**src/rtl/req_grnt_arb_pkg.sv**
```systemverilog
// Shared types and helpers for the request/grant arbiter family.
package req_grnt_pkg;

   typedef enum logic [1:0] {
      StIdle  = 2'd0,
      StDelay = 2'd1,
      StGrant = 2'd2
   } state_e;

   // Widest configuration the helper below supports (N_CH up to 16).
   localparam int unsigned MaxCh  = 16;
   localparam int unsigned MaxIdW = 4;

   // Round-robin find-first-set: scans upward from ptr, wrapping at n_ch-1.
   // Returns {found, index}. Bits of req at or above n_ch are ignored.
   function automatic logic [MaxIdW:0] rr_ffs(input logic [MaxCh-1:0]  req,
                                              input logic [MaxIdW-1:0] ptr,
                                              input int unsigned       n_ch);
      logic              found;
      logic [MaxIdW-1:0] idx;
      int unsigned       c;
      found = 1'b0;
      idx   = '0;
      for (int unsigned k = 0; k < MaxCh; k++) begin
         c = 32'(ptr) + k;
         if (c >= n_ch) c = c - n_ch;
         if (k < n_ch && !found && req[c[MaxIdW-1:0]]) begin
            found = 1'b1;
            idx   = c[MaxIdW-1:0];
         end
      end
      return {found, idx};
   endfunction

endpackage

```
**src/rtl/req_grnt_arb_if.sv**
```systemverilog
// Handshake bundle between requesting masters and the arbiter.
interface req_grnt_arb_if
   import req_grnt_pkg::*;
#(
   parameter int unsigned N_CH  = 4,
   parameter int unsigned CNT_W = 4
);
   localparam int unsigned ID_W = $clog2(N_CH);

   logic [N_CH-1:0]  req;
   logic [CNT_W-1:0] dly_cfg;
   logic [CNT_W-1:0] hold_cfg;
   logic [N_CH-1:0]  grnt;
   logic [ID_W-1:0]  grnt_id;
   logic             busy;
   logic             hold_exp;
   logic             abandon;

   // Requesters / configuration side.
   modport master (
      output req, dly_cfg, hold_cfg,
      input  grnt, grnt_id, busy, hold_exp, abandon
   );

   // Arbiter side.
   modport slave (
      input  req, dly_cfg, hold_cfg,
      output grnt, grnt_id, busy, hold_exp, abandon
   );

endinterface

```
**src/rtl/req_grnt_arb_rr_pick.sv**
```systemverilog
// Combinational round-robin priority picker over N_CH requests.
module rr_pick
   import req_grnt_pkg::*;
#(
   parameter int unsigned N_CH = 4,
   parameter int unsigned ID_W = $clog2(N_CH)
) (
   input  logic [N_CH-1:0] req_i,
   input  logic [ID_W-1:0] ptr_i,
   output logic            valid_o,
   output logic [ID_W-1:0] idx_o
);

   logic [MaxCh-1:0]  req_ext;
   logic [MaxIdW-1:0] ptr_ext;
   logic [MaxIdW:0]   res;
   logic              unused_res;

   // Widen to the helper's fixed width and pick the first set bit from ptr.
   always_comb begin
      req_ext    = MaxCh'(req_i);
      ptr_ext    = MaxIdW'(ptr_i);
      res        = rr_ffs(req_ext, ptr_ext, N_CH);
      valid_o    = res[MaxIdW];
      idx_o      = res[ID_W-1:0];
      unused_res = ^res;
   end

endmodule

```
**src/rtl/req_grnt_arb.sv**
```systemverilog
// Round-robin request/grant arbiter with programmable grant delay and max hold.
module req_grnt_arb
   import req_grnt_pkg::*;
#(
   parameter int unsigned N_CH  = 4,
   parameter int unsigned CNT_W = 4
) (
   input logic           clk_i,
   input logic           rst_i,
   req_grnt_arb_if.slave arb_io
);

   localparam int unsigned ID_W = $clog2(N_CH);

   state_e           state_q, state_d;
   logic [ID_W-1:0]  sel_q, sel_d;
   logic [ID_W-1:0]  rr_ptr_q, rr_ptr_d;
   logic [CNT_W-1:0] dly_q, dly_d;
   logic [CNT_W-1:0] hold_q, hold_d;
   logic [CNT_W-1:0] cnt_q, cnt_d;
   logic [CNT_W-1:0] hcnt_q, hcnt_d;
   logic [N_CH-1:0]  grnt_q, grnt_d;
   logic [ID_W-1:0]  grnt_id_q, grnt_id_d;
   logic             busy_q, busy_d;
   logic             hold_exp_q, hold_exp_d;
   logic             abandon_q, abandon_d;

   logic             pick_valid;
   logic [ID_W-1:0]  pick_idx;
   logic             req_sel;
   logic [ID_W-1:0]  ptr_next;

   rr_pick #(
      .N_CH (N_CH),
      .ID_W (ID_W)
   ) u_rr_pick (
      .req_i   (arb_io.req),
      .ptr_i   (rr_ptr_q),
      .valid_o (pick_valid),
      .idx_o   (pick_idx)
   );

   // Winner's live request and the pointer position just past the winner.
   always_comb begin
      req_sel  = arb_io.req[sel_q];
      ptr_next = (sel_q == ID_W'(N_CH - 1)) ? '0 : sel_q + 1'b1;
   end

   // Next-state and registered-output logic for the arbitration FSM.
   always_comb begin
      state_d    = state_q;
      sel_d      = sel_q;
      rr_ptr_d   = rr_ptr_q;
      dly_d      = dly_q;
      hold_d     = hold_q;
      cnt_d      = cnt_q;
      hcnt_d     = hcnt_q;
      grnt_d     = grnt_q;
      grnt_id_d  = grnt_id_q;
      busy_d     = busy_q;
      hold_exp_d = 1'b0;
      abandon_d  = 1'b0;

      unique case (state_q)
         StIdle: begin
            if (pick_valid) begin
               sel_d   = pick_idx;
               // Config is sampled only here; a zero delay behaves as one.
               dly_d   = (arb_io.dly_cfg == '0) ? CNT_W'(1) : arb_io.dly_cfg;
               hold_d  = arb_io.hold_cfg;
               cnt_d   = CNT_W'(1);
               busy_d  = 1'b1;
               state_d = StDelay;
            end
         end

         StDelay: begin
            if (!req_sel) begin
               // Pointer untouched so the abandoning channel keeps priority.
               abandon_d = 1'b1;
               busy_d    = 1'b0;
               state_d   = StIdle;
            end else if (cnt_q == dly_q) begin
               grnt_d    = N_CH'(1) << sel_q;
               grnt_id_d = sel_q;
               hcnt_d    = CNT_W'(1);
               state_d   = StGrant;
            end else begin
               cnt_d = cnt_q + 1'b1;
            end
         end

         StGrant: begin
            if (!req_sel) begin
               grnt_d   = '0;
               busy_d   = 1'b0;
               rr_ptr_d = ptr_next;
               state_d  = StIdle;
            end else if (hold_q != '0 && hcnt_q == hold_q) begin
               grnt_d     = '0;
               busy_d     = 1'b0;
               hold_exp_d = 1'b1;
               rr_ptr_d   = ptr_next;
               state_d    = StIdle;
            end else if (hcnt_q != '1) begin
               hcnt_d = hcnt_q + 1'b1;
            end
         end

         default: begin
            grnt_d  = '0;
            busy_d  = 1'b0;
            state_d = StIdle;
         end
      endcase
   end

   // State and output registers; reset clears everything including the pointer.
   always_ff @(posedge clk_i or posedge rst_i) begin
      if (rst_i) begin
         state_q    <= StIdle;
         sel_q      <= '0;
         rr_ptr_q   <= '0;
         dly_q      <= '0;
         hold_q     <= '0;
         cnt_q      <= '0;
         hcnt_q     <= '0;
         grnt_q     <= '0;
         grnt_id_q  <= '0;
         busy_q     <= 1'b0;
         hold_exp_q <= 1'b0;
         abandon_q  <= 1'b0;
      end else begin
         state_q    <= state_d;
         sel_q      <= sel_d;
         rr_ptr_q   <= rr_ptr_d;
         dly_q      <= dly_d;
         hold_q     <= hold_d;
         cnt_q      <= cnt_d;
         hcnt_q     <= hcnt_d;
         grnt_q     <= grnt_d;
         grnt_id_q  <= grnt_id_d;
         busy_q     <= busy_d;
         hold_exp_q <= hold_exp_d;
         abandon_q  <= abandon_d;
      end
   end

   // Drive the bundle straight from registers.
   always_comb begin
      arb_io.grnt     = grnt_q;
      arb_io.grnt_id  = grnt_id_q;
      arb_io.busy     = busy_q;
      arb_io.hold_exp = hold_exp_q;
      arb_io.abandon  = abandon_q;
   end

endmodule

```
**src/flat_wrapper.sv**
```systemverilog
// flat-port wrapper written by rule: the top's interface ports become plain ports
module req_grnt_arb_flat import req_grnt_pkg::*;
#(
   parameter int unsigned N_CH  = 4,
   parameter int unsigned CNT_W = 4
)
  (clk_i, rst_i, arb_io_req, arb_io_dly_cfg, arb_io_hold_cfg, arb_io_grnt, arb_io_grnt_id, arb_io_busy, arb_io_hold_exp, arb_io_abandon);
  req_grnt_arb_if #(.N_CH(N_CH), .CNT_W(CNT_W)) arb_io_i ();
  input logic clk_i;
  input logic rst_i;
  input wire logic [$bits(arb_io_i.req)-1:0] arb_io_req;
  input wire logic [$bits(arb_io_i.dly_cfg)-1:0] arb_io_dly_cfg;
  input wire logic [$bits(arb_io_i.hold_cfg)-1:0] arb_io_hold_cfg;
  output wire logic [$bits(arb_io_i.grnt)-1:0] arb_io_grnt;
  output wire logic [$bits(arb_io_i.grnt_id)-1:0] arb_io_grnt_id;
  output wire logic [$bits(arb_io_i.busy)-1:0] arb_io_busy;
  output wire logic [$bits(arb_io_i.hold_exp)-1:0] arb_io_hold_exp;
  output wire logic [$bits(arb_io_i.abandon)-1:0] arb_io_abandon;
  assign arb_io_i.req = arb_io_req;
  assign arb_io_i.dly_cfg = arb_io_dly_cfg;
  assign arb_io_i.hold_cfg = arb_io_hold_cfg;
  assign arb_io_grnt = arb_io_i.grnt;
  assign arb_io_grnt_id = arb_io_i.grnt_id;
  assign arb_io_busy = arb_io_i.busy;
  assign arb_io_hold_exp = arb_io_i.hold_exp;
  assign arb_io_abandon = arb_io_i.abandon;
  req_grnt_arb #(.N_CH(N_CH), .CNT_W(CNT_W)) u_core (.clk_i(clk_i), .rst_i(rst_i), .arb_io(arb_io_i));
endmodule
```
**config.mk**
```make
export PLATFORM = sky130hd
export DESIGN_NAME = req_grnt_arb_flat
export DESIGN_NICKNAME = d
export VERILOG_FILES = /design/src/rtl/req_grnt_arb_pkg.sv /design/src/rtl/req_grnt_arb_if.sv /design/src/rtl/req_grnt_arb_rr_pick.sv /design/src/rtl/req_grnt_arb.sv /design/src/flat_wrapper.sv
export SDC_FILE = /design/constraint.sdc
export NUM_CORES = 1
export LEC_CHECK = 0
export CELL_PAD_IN_SITES_DETAIL_PLACEMENT = 1
export CELL_PAD_IN_SITES_GLOBAL_PLACEMENT = 1
export CORE_MARGIN = 2
export CORE_UTILIZATION = 47
export CTS_CLUSTER_DIAMETER = 40
export CTS_CLUSTER_SIZE = 14
export DETAILED_ROUTE_END_ITERATION = 8
export DONT_BUFFER_PORTS = 1
export HOLD_SLACK_MARGIN = 0.15
export PLACE_DENSITY = 0.82
export SKIP_CTS_REPAIR_TIMING = 1
export SYNTH_ARGS = -nofsm -noshare
export SYNTH_HDL_FRONTEND = slang
export SYNTH_SLANG_ARGS = --single-unit
```
**constraint.sdc**
```tcl
create_clock -name clk_i -period 3 [get_ports clk_i]
set_input_delay 0.3 -clock clk_i [delete_from_list [all_inputs] [get_ports clk_i]]
set_output_delay 0.3 -clock clk_i [all_outputs]
set_load 0.1 [all_outputs]
```
---- Word level (Yosys, flattened, before mapping) ----
Index checks and enable logic that the tools add are counted.
word-level totals
  output and inout bits ................... 9
  RAM bits ................................ 0
  memories ................................ 0
  bits in latches ......................... 0
  input bits .............................. 14
  memory bits (read-only) ................. 0
  register bits ........................... 31
  logic and storage cells ................. 127
cells by class
  add/subtract/negate cells ............... 10
  shift operators ......................... 1
  bitwise gates (word level) .............. 1
  eq/ne operators ......................... 17
  $mul .................................... 0
  div/mod/pow operators ................... 0
  reductions and logical operators ........ 20
  $lt $le $gt $ge ......................... 9
  muxes and demuxes ....................... 57
operators by type and width
  operator                                                number
  two-way mux 4 bit                                       17
  two-way mux 2 bit                                       12
  < comparator 4 x 5 -> 1 bit (second input constant)     4
  two-way mux 1 bit                                       18
  binary-select mux 1 bit (select 4 bit)                  4
  case mux 4 bit (2 select lines)                         2
  case mux 4 bit (3 select lines)                         1
  subtractor 3 x 3 -> 4 bit (second input constant)       3
  inequality test 2 x 1 -> 1 bit (second input constant)  5
  >= comparator 3 bit (second input constant)             3
  AND reduction 3 bit                                     3
  adder 4 x 1 -> 4 bit (second input constant)            2
  equality test 4 bit                                     2
  inequality test 2 bit (second input constant)           4
  AND reduction 4 bit                                     2
  adder 2 x 2 -> 3 bit (second input constant)            2
  inequality test 3 bit (second input constant)           2
  case mux 2 bit (3 select lines)                         1
  AND reduction 6 bit                                     1
  equality test 2 bit (second input constant)             2
  logical AND 1 bit                                       4
  logical NOT 4 bit                                       1
  inequality test 4 bit (second input constant)           1
  AND reduction 2 bit                                     2
  other kinds (14)                                        17

---- Logic depth before layout (Yosys ltp) ----
Gate-level depths: netlist of the first run.
  depth after elaboration ................. 16
  depth in mapped cells ................... 9

---- By module ----
From an unflattened synthesis of the first run, not the netlist that was laid out.
unflattened totals
  cells, all modules ...................... 170
  area total of the unflattened synthesis .. 1829.3 um2
by module, submodules not included
  module        cells each  area an instance (um2)  instances
  req_grnt_arb  132         1512.7                  1
  rr_pick       38          316.6                   1

---- Worst setup path before layout of the first run ----
Ideal clock, no wire load.
  path type ............................... reg2reg
  start point ............................. register u_core.rr_ptr_q[1]
  end point ............................... register u_core.dly_q[1]
  slack ................................... 0.709 ns
  cell stages (with the launch flop) ...... 8
  data required time ...................... 2.875 ns
  path buffers ............................ 1
  library setup time ...................... 0.125 ns
  data arrival time ....................... 2.166 ns
  clock period less this slack ............ 2.291 ns
  cell sequence ........................... dfrtp_1 -> clkbuf_1 -> inv_1 -> ha_1 -> mux4_2 -> nand2_2 -> a311oi_4 -> mux2_2
on the way
  word-level cells in the longest chain between the ends .. 15
  elaborated cells on any way between the ends .. 34
  those cells by class .................... 7 x add/sub; 4 x order compare; 16 x mux; 7 x reduce/logical
RTL lines
  element                                                             RTL line                text
  start: declaration                                                  req_grnt_arb.sv:17      logic [ID_W-1:0] rr_ptr_q, rr_ptr_d;
  start signal: assignment                                            req_grnt_arb.sv:136     rr_ptr_q <= rr_ptr_d;
  branches (longest 13 deep; another with subtractor 3 x 3 -> 4 bit)  --
  two-way mux 1 bit (*)                                               req_grnt_arb_pkg.sv:27  if (k < n_ch && !found && req[c[MaxIdW-1:0]]) begin
  AND reduction 2 bit (no line) (*)                                   --
  end signal: assignment                                              req_grnt_arb.sv:137     dly_q <= dly_d;
  end: declaration                                                    req_grnt_arb.sv:18      logic [CNT_W-1:0] dly_q, dly_d;
Mark *: on every way between the ends. The select of a mux whose other input is x is not followed.
A chain may end at the register's enable or synchronous reset.

---- Final worst setup path of the first run ----
  start point ............................. register u_core.rr_ptr_q[1]
  end point ............................... register u_core.hold_q[3]
on the way
  word-level cells in the longest chain between the ends .. 15
  elaborated cells on any way between the ends .. 34
  those cells by class .................... 7 x add/sub; 4 x order compare; 16 x mux; 7 x reduce/logical
RTL lines
  element                                                             RTL line                text
  branches (longest 13 deep; another with subtractor 3 x 3 -> 4 bit)  --
  two-way mux 1 bit (*)                                               req_grnt_arb_pkg.sv:27
  AND reduction 2 bit (no line) (*)                                   --
  end signal: assignment                                              req_grnt_arb.sv:138     hold_q <= hold_d;
  end: declaration                                                    req_grnt_arb.sv:19      logic [CNT_W-1:0] hold_q, hold_d;
Marks and branches as above.

==> impl_metrics.csv, run 1 <==
group,metric,value,unit
min_path,hold_end,"u_core.hold_q[0]",
synthesis,synth_nets,187,
synthesis,yosys.area.top_type_share,43.4,%
setup_path,worstReg2RegStart,"u_core.rr_ptr_q[1]",
place,dp_hpwl,2860,um
cells_and_area,antenna_cells,0,
die,start_util,48.8,%
synthesis,syn_area,1790,sq um
grt,grt.overflow.total,0,
timing,timing.hold.ws,0.168,ns
timing,fin_skew,0.00205,ns
cts,cts_tree,"done",
detailed_routing,wire_per_inst,17.6,um
timing,final_hold_viol_count,0,
detailed_routing,drt-total-wl,3830,um
timing,setup_ws,0.446,ns
setup_path,cp_slowest_stage_delay,0.68,ns
power,p_sw_share,48.1,%
setup_path,critPathCaptureType,"flip-flop",
cells_and_area,drive_gt1_share,20.6,%
timing,final-setup-viol-count,0,
setup_path,timing.rr.end,"u_core.hold_q[3]",
synthesis,seq_area_frac_synth,43.4,%
grt,antenna_found_initial,0,
flow_run,drv_cap,0,
synthesis,ys_ff_latch,31,
cells_and_area,fin_area,1940,sq um
setup_path,cp.arrival,2.72,ns
die,core_area,3660,sq um
timing,finalMaxSlewViolations,0,
synthesis,synth_top_area_cell,"dfrtp_1",
cells_and_area,layout_common_cells,"dfrtp_1 (31), mux2_2 (12), nor2_1 (11)",
power,p_leak,0.835,nW
min_path,hold_start,"arb_io_hold_cfg[0]",
cells_and_area,area_delta_synth_final,8.33,%
detailed_routing,antenna_left,0,
timing,max-slew-margin-rel,36.7,%
timing,fin_tns_setup,0,ns
synthesis,ys_types,41,
cells_and_area,seq_area,776,sq um
timing,worstMarginPinSlew,0.949,ns
detailed_routing,drt_pass1_iterations,4,
setup_path,path_cells,"inv_1 > ha_1 > mux4_2 > nand2_2 > a311oi_4 > mux2_2",
power,p_per_area,1140,nW/um^2
timing,fin_crit_sh,85.1,%
power,clock_power_share,14.8,%
cts,htreeDepth,2,
cells_and_area,final_common_cell,"dfrtp_1",
cts,cts.path.max_buffers,2,
power,p_int,1.15,mW
place,place_ws,0.465,ns
die,io_pins,23,
cts,clk_pin_slew,0.06,ns
detailed_routing,vias_per_cell,5.85,
synthesis,synthTopCellsByArea,"dfrtp_1 (43%), mux2_2 (7.6%), ha_1 (7.0%)",
cells_and_area,fillers,402,
synthesis,syn_inst,163,
cts,clk_latency,0.28,ns
grt,grt_pass1_vias,1382,
power,seqPwrFrac,47.9,%
die,die_w,65.7,um
grt,grt_pass1_wl,6510,um
die,num_rows,22,
setup_path,r2r_setup_slack,0.45,ns
die,die_area,4310,sq um
cts,cts_num_sinks,31,
grt,gr-usage-all-layers,19.8,%
min_path,whs_path_depth,1,
power,ir_drop,0.505,mV
place,portBuffers,0,
timing,min_period,2.55,ns
power,p_comb_share,37.3,%
setup_path,required,3.17,ns
detailed_routing,drt-initial-drc-count,24,
min_path,hp-class,"input pin to flip-flop",
timing,rsz0062_at_grt,"no",
cts,clockRootBuffer,"clkbuf_8",
die,chipHeight,65.7,um
synthesis,yosys_warnings,0,
detailed_routing,drc,0,
cts,numCtsBuffers,5,
synthesis,async_flop_share,100,%
detailed_routing,vias,1275,
setup_path,worstRegToRegCells,6,
synthesis,yosys_most_used_dff,"dfrtp_1",
place,gp_congestion,0.898,
setup_path,worst-path-max-fanout,13,
cells_and_area,multi_input_area,955,sq um
setup_path,crit_slowest_cell,"a311oi_4",
place,placed_area,1840,sq um
timing,maxClockFrequency,392,MHz
synthesis,syn_avg_cell_area,11.0,sq um
setup_path,critPathLaunchType,"flip-flop",
grt,grt_start_max_net_pins,32,
synthesis,synth_edf_count,0,
setup_path,startpoint,"u_core.rr_ptr_q[1]",
cells_and_area,fin_nets,194,
power,power_switching,1.07,mW
setup_path,worstSetupPathType,"flip-flop to flip-flop",
status,status,"complete, no violations",
[stage by stage]
step,power [mW],utilization [%],cells
after global routing,2.36,52.9,218
after global placement,1.82,50.2,210
after CTS,2.22,52.6,217
final,2.21,52.9,218
after detailed placement,1.89,50.2,210
after floorplan,1.71,-,163
[per-layer routing]
layer,global-route usage [%],routed length (um),vias up
li1,-,-,598
met1,22.9,1610,646
met2,35.1,2030,24
met3,4.11,112,7
met4,8.85,70,0
met5,0,0,-
[worst max-delay path, delay by kind of cell, from the launching register on]
kind,cells,cell delay (ns)
multiplexers,2,0.69
adder cells (fa/ha/maj),1,0.35
flip-flops,1,0.50
buffers and inverters,1,0.12
AO/OA/AOI/OAI,1,0.68
AND/OR/NAND/NOR,1,0.09
[power groups by stage]
| stage | logic, mW | clock network, mW | registers, mW |
|---|---|---|---|
| floorplan | 0.697 | 0 | 1.01 |
| global placement | 0.765 | 0 | 1.06 |
| detailed placement | 0.822 | 0 | 1.07 |
| CTS | 0.827 | 0.331 | 1.06 |
| global route | 0.920 | 0.350 | 1.09 |
| finish | 0.825 | 0.327 | 1.06 |
[cells in the mapped netlist, types with 2 or more instances]
master	n
nor2_1	11
nor2_2	2
or2_2	3
mux2i_1	4
dfrtp_1	31
xnor2_1	5
a22o_1	4
nand2b_1	2
nor2b_1	4
nand3_1	4
and3_1	3
buf_6	2
nor3_1	6
mux2_2	12
nand2_1	8
a21oi_1	10
nand4_1	2
a31oi_1	2
and4b_1	2
xor2_1	3
inv_1	7
mux4_2	2
ha_1	10
o21ai_0	7
[cell families (layout without fill, tap and decap cells)]
logic type	Yosys count	in the layout	synth area share, %
buffers and inverters	11	18	3.22
DFF	31	31	43.4
muxes	19	19	13.8
and+or+nand+nor	53	53	16.0
adders and majority gates	10	10	7.00
AOI/OAI and AO/OA	31	31	12.7
xor gates and xnor gates	8	8	3.92
[final cells by class]
type                       count  area share (%)
timing repair buffer           4            1.68
inverter                       7            1.36
clock inverter                 1           0.258
clock buffer                   6            4.26
sequential                    31            40.1
tap                           48            3.10
multi-input combinational    121            49.3
[sequential cells by signal, indices dropped and copies added (netlist names)]
register,count
u_core.arb_io.abandon,1
u_core.arb_io.busy,1
u_core.arb_io.grnt,4
u_core.arb_io.grnt_id,2
u_core.arb_io.hold_exp,1
u_core.cnt_q,4
u_core.dly_q,4
u_core.hcnt_q,4
u_core.hold_q,4
u_core.rr_ptr_q,2
u_core.sel_q,2
u_core.state_q,2
[worst max path at each step]
stage | end | depth (start not counted)
floorplan | u_core.dly_q[1] | 7
global placement | u_core.dly_q[1] | 6
detailed placement | u_core.hold_q[3] | 6
CTS | u_core.hold_q[3] | 6
global route | u_core.cnt_q[0] | 8
finish | u_core.hold_q[3] | 6
No activity file was read; power rests on OpenSTA's default activity.
==> run 2: changes to the inputs <==
Settings changed: ABC_AREA set to 1, CORE_UTILIZATION 47 to 46, PLACE_DENSITY 0.82 to 0.85.
==> run 2 against run 1 <==
Die area is 9.0% higher. Non-clock buffer count is 2 higher. Critical path type unchanged. Core utilization is 0.39 points lower. Worst hold slack worse by 0.013 ns.
==> impl_metrics.csv, run 2 <==
group,metric,value,unit
place,gp_congestion,0.836,
synthesis,synth-xor-area-share,5.02,%
power,clock_power_share,12.7,%
flow_run,drv_cap,0,
timing,rsz0062_at_grt,"no",
die,die_w,68.6,um
setup_path,crit_slowest_cell,"dfrtp_1",
die,die_area,4700,sq um
min_path,hold_start,"arb_io_hold_cfg[0]",
synthesis,seq_area_frac_synth,40.4,%
power,ir_drop,0.457,mV
synthesis,ys_types,24,
setup_path,worst-path-max-fanout,17,
cts,clk_pin_slew,0.07,ns
die,core_area,4000,sq um
setup_path,path_cells,"inv_8 > ha_1 > inv_1 > nand3_2 > nand3_2 > nand3_4 > o21ai_4 > inv_2 > nand2_1 > o21ai_1",
min_path,hold_end,"u_core.hold_q[0]",
setup_path,worstSetupPathType,"flip-flop to flip-flop",
grt,grt_pass1_vias,1591,
setup_path,cp_slowest_stage_delay,0.65,ns
grt,grt.overflow.total,0,
grt,antenna_found_initial,0,
timing,final_hold_viol_count,0,
grt,gr-usage-all-layers,20.7,%
power,power_switching,1.39,mW
synthesis,syn_inst,249,
synthesis,synth_common_cells,"nand2_1 (80), dfrtp_1 (31), inv_1 (28)",
synthesis,synth_fa_ha_area_share,6.52,%
detailed_routing,drt-total-wl,4340,um
synthesis,synth_top_family_by_area,"simple AND/OR/NAND/NOR gates",
power,p_sw_share,55.4,%
place,place_ws,0.604,ns
synthesis,async_flop_share,100,%
cells_and_area,seq_area,776,sq um
synthesis,synth_edf_count,0,
synthesis,synth_compound_area_share,5.41,%
detailed_routing,drt-initial-drc-count,88,
grt,grt_pass1_wl,7090,um
cts,cts.path.max_buffers,2,
cts,cts_tree,"done",
power,p_leak,1.12,nW
timing,fin_crit_sh,80.0,%
cells_and_area,fillers,522,
min_path,hp-class,"input pin to flip-flop",
synthesis,synth.most_common_cell,"nand2_1",
power,p_per_area,1190,nW/um^2
cells_and_area,fin_area,2100,sq um
die,chipHeight,68.6,um
cells_and_area,final_common_cell,"nand2_1",
synthesis,synth_top_area_cell,"dfrtp_1",
die,num_rows,23,
min_path,whs_path_depth,2,
power,fin_total_pwr,2.51,mW
detailed_routing,vias,1576,
grt,grt_start_max_net_pins,32,
cells_and_area,final_util,52.5,%
place,dp_hpwl,3270,um
synthesis,synthTopCellsByArea,"dfrtp_1 (40%), nand2_1 (16%), ha_1 (6.5%)",
setup_path,required,3.17,ns
cells_and_area,antenna_cells,0,
cts,cts_num_sinks,31,
synthesis,yosys_warnings,0,
power,seqPwrFrac,41.5,%
timing,setup_ws,0.600,ns
cells_and_area,fin_nets,284,
detailed_routing,antenna_left,0,
timing,fin_skew,0.00840,ns
synthesis,synthSimpleGateAreaFrac,34.7,%
setup_path,r2r_setup_slack,0.60,ns
timing,worstMarginPinSlew,0.903,ns
timing,fin_tns_setup,0,ns
detailed_routing,vias_per_cell,5.07,
synthesis,ys_ff_latch,31,
power,p_int,1.12,mW
place,placed_area,1970,sq um
synthesis,synth.mux.area_fraction,0,%
timing,finalMaxSlewViolations,0,
die,io_pins,23,
timing,max-slew-margin-rel,39.8,%
cells_and_area,drive_gt1_share,9.96,%
die,start_util,48.0,%
synthesis,syn_area,1920,sq um
setup_path,cp.arrival,2.57,ns
timing,final-setup-viol-count,0,
cells_and_area,layout_common_cells,"nand2_1 (80), dfrtp_1 (31), inv_1 (28)",
synthesis,yosys.area.top_type_share,40.4,%
cts,htreeDepth,2,
cts,clockRootBuffer,"clkbuf_8",
power,p_comb_share,45.7,%
setup_path,worstRegToRegCells,10,
timing,min_period,2.40,ns
cts,clk_latency,0.29,ns
timing,maxClockFrequency,417,MHz
detailed_routing,drt_pass1_iterations,4,
status,status,"complete, no violations",
detailed_routing,wire_per_inst,14.0,um
synthesis,yosys_most_used_dff,"dfrtp_1",
cells_and_area,multi_input_area,991,sq um
setup_path,worstReg2RegStart,"u_core.rr_ptr_q[0]",
setup_path,crit_top_cell,"nand3_2",
synthesis,synth_nets,273,
detailed_routing,drc,0,
setup_path,critPathLaunchType,"flip-flop",
cells_and_area,area_delta_synth_final,9.52,%
setup_path,timing.rr.end,"u_core.hold_q[1]",
setup_path,critPathCaptureType,"flip-flop",
place,portBuffers,0,
cts,numCtsBuffers,5,
synthesis,syn_avg_cell_area,7.70,sq um
## run 2: changes by cell type in the layout (fill, tap and decap cells not counted), moves of 12 or more
cell     previous run  this run
inv_1               7        28
nand2_1             8        80
nor2_1             11        23
mux2_2             12         0
nand3_1             4        19
## run 2: power groups by stage
stage	clock network, mW	registers (mW)	logic (mW)
final	0.319	1.04	1.15
after global routing	0.355	1.07	1.34
after CTS	0.330	1.04	1.16
after detailed placement	0	1.05	1.14
after global placement	0	1.04	1.10
after floorplan	0	0.998	0.952
## run 2: through the flow
stage | hold slack [ns] | std cells
2_1_floorplan | 0.404 | 249
3_3_place_gp | 0.298 | 298
3_5_place_dp | 0.301 | 298
4_1_cts | -0.00894 | 306
5_1_grt | 0.164 | 311
6_report | 0.155 | 311
## run 2: cell type report
cell class	count	share of cell area (%)
multi-input combinational	184	47.2
sequential	31	36.9
inverter	32	6.13
clock buffer	6	3.45
tap	50	2.98
timing repair buffer	6	2.74
clock inverter	2	0.596
## run 2: worst max-delay path by stage
stage | from | endpoint | slack (ns) | depth (start not counted)
5_1_grt | u_core.rr_ptr_q[0] | u_core.hold_q[1] | 0.38 | 10
4_1_cts | u_core.rr_ptr_q[0] | u_core.hold_q[1] | 0.59 | 10
3_3_place_gp | u_core.rr_ptr_q[0] | u_core.sel_q[0] | 0.72 | 10
6_report | u_core.rr_ptr_q[0] | u_core.hold_q[1] | 0.60 | 10
2_1_floorplan | u_core.rr_ptr_q[0] | u_core.sel_q[0] | 1.14 | 11
3_5_place_dp | u_core.rr_ptr_q[0] | u_core.sel_q[0] | 0.60 | 10
## run 2: kinds of logic (layout without fill, tap and decap cells)
kind of cell / count (synthesis) / in the layout
and+or+nand+nor: 145 / 145
buffers and inverters: 34 / 46
xor gates and xnor gates: 11 / 11
AOI/OAI and AO/OA: 18 / 18
adders and majority gates: 10 / 10
DFF: 31 / 31
## run 2: metal layers
| layer | GRT usage, % | up-vias | wire length [um] |
|---|---|---|---|
| met5 | 0 | - | 0 |
| met4 | 8.25 | 0 | 92 |
| met3 | 5.03 | 9 | 163 |
| met2 | 35.2 | 30 | 2140 |
| met1 | 24.9 | 731 | 1940 |
| li1 | - | 806 | - |
## run 2: critical path, delay by kind of cell (launching register included)
family / cells / cell delay (ns)
flip-flops: 1 / 0.65
AND/OR/NAND/NOR: 4 / 0.42
AO/OA/AOI/OAI: 2 / 0.44
buffers and inverters: 3 / 0.41
adder cells (fa/ha/maj): 1 / 0.37
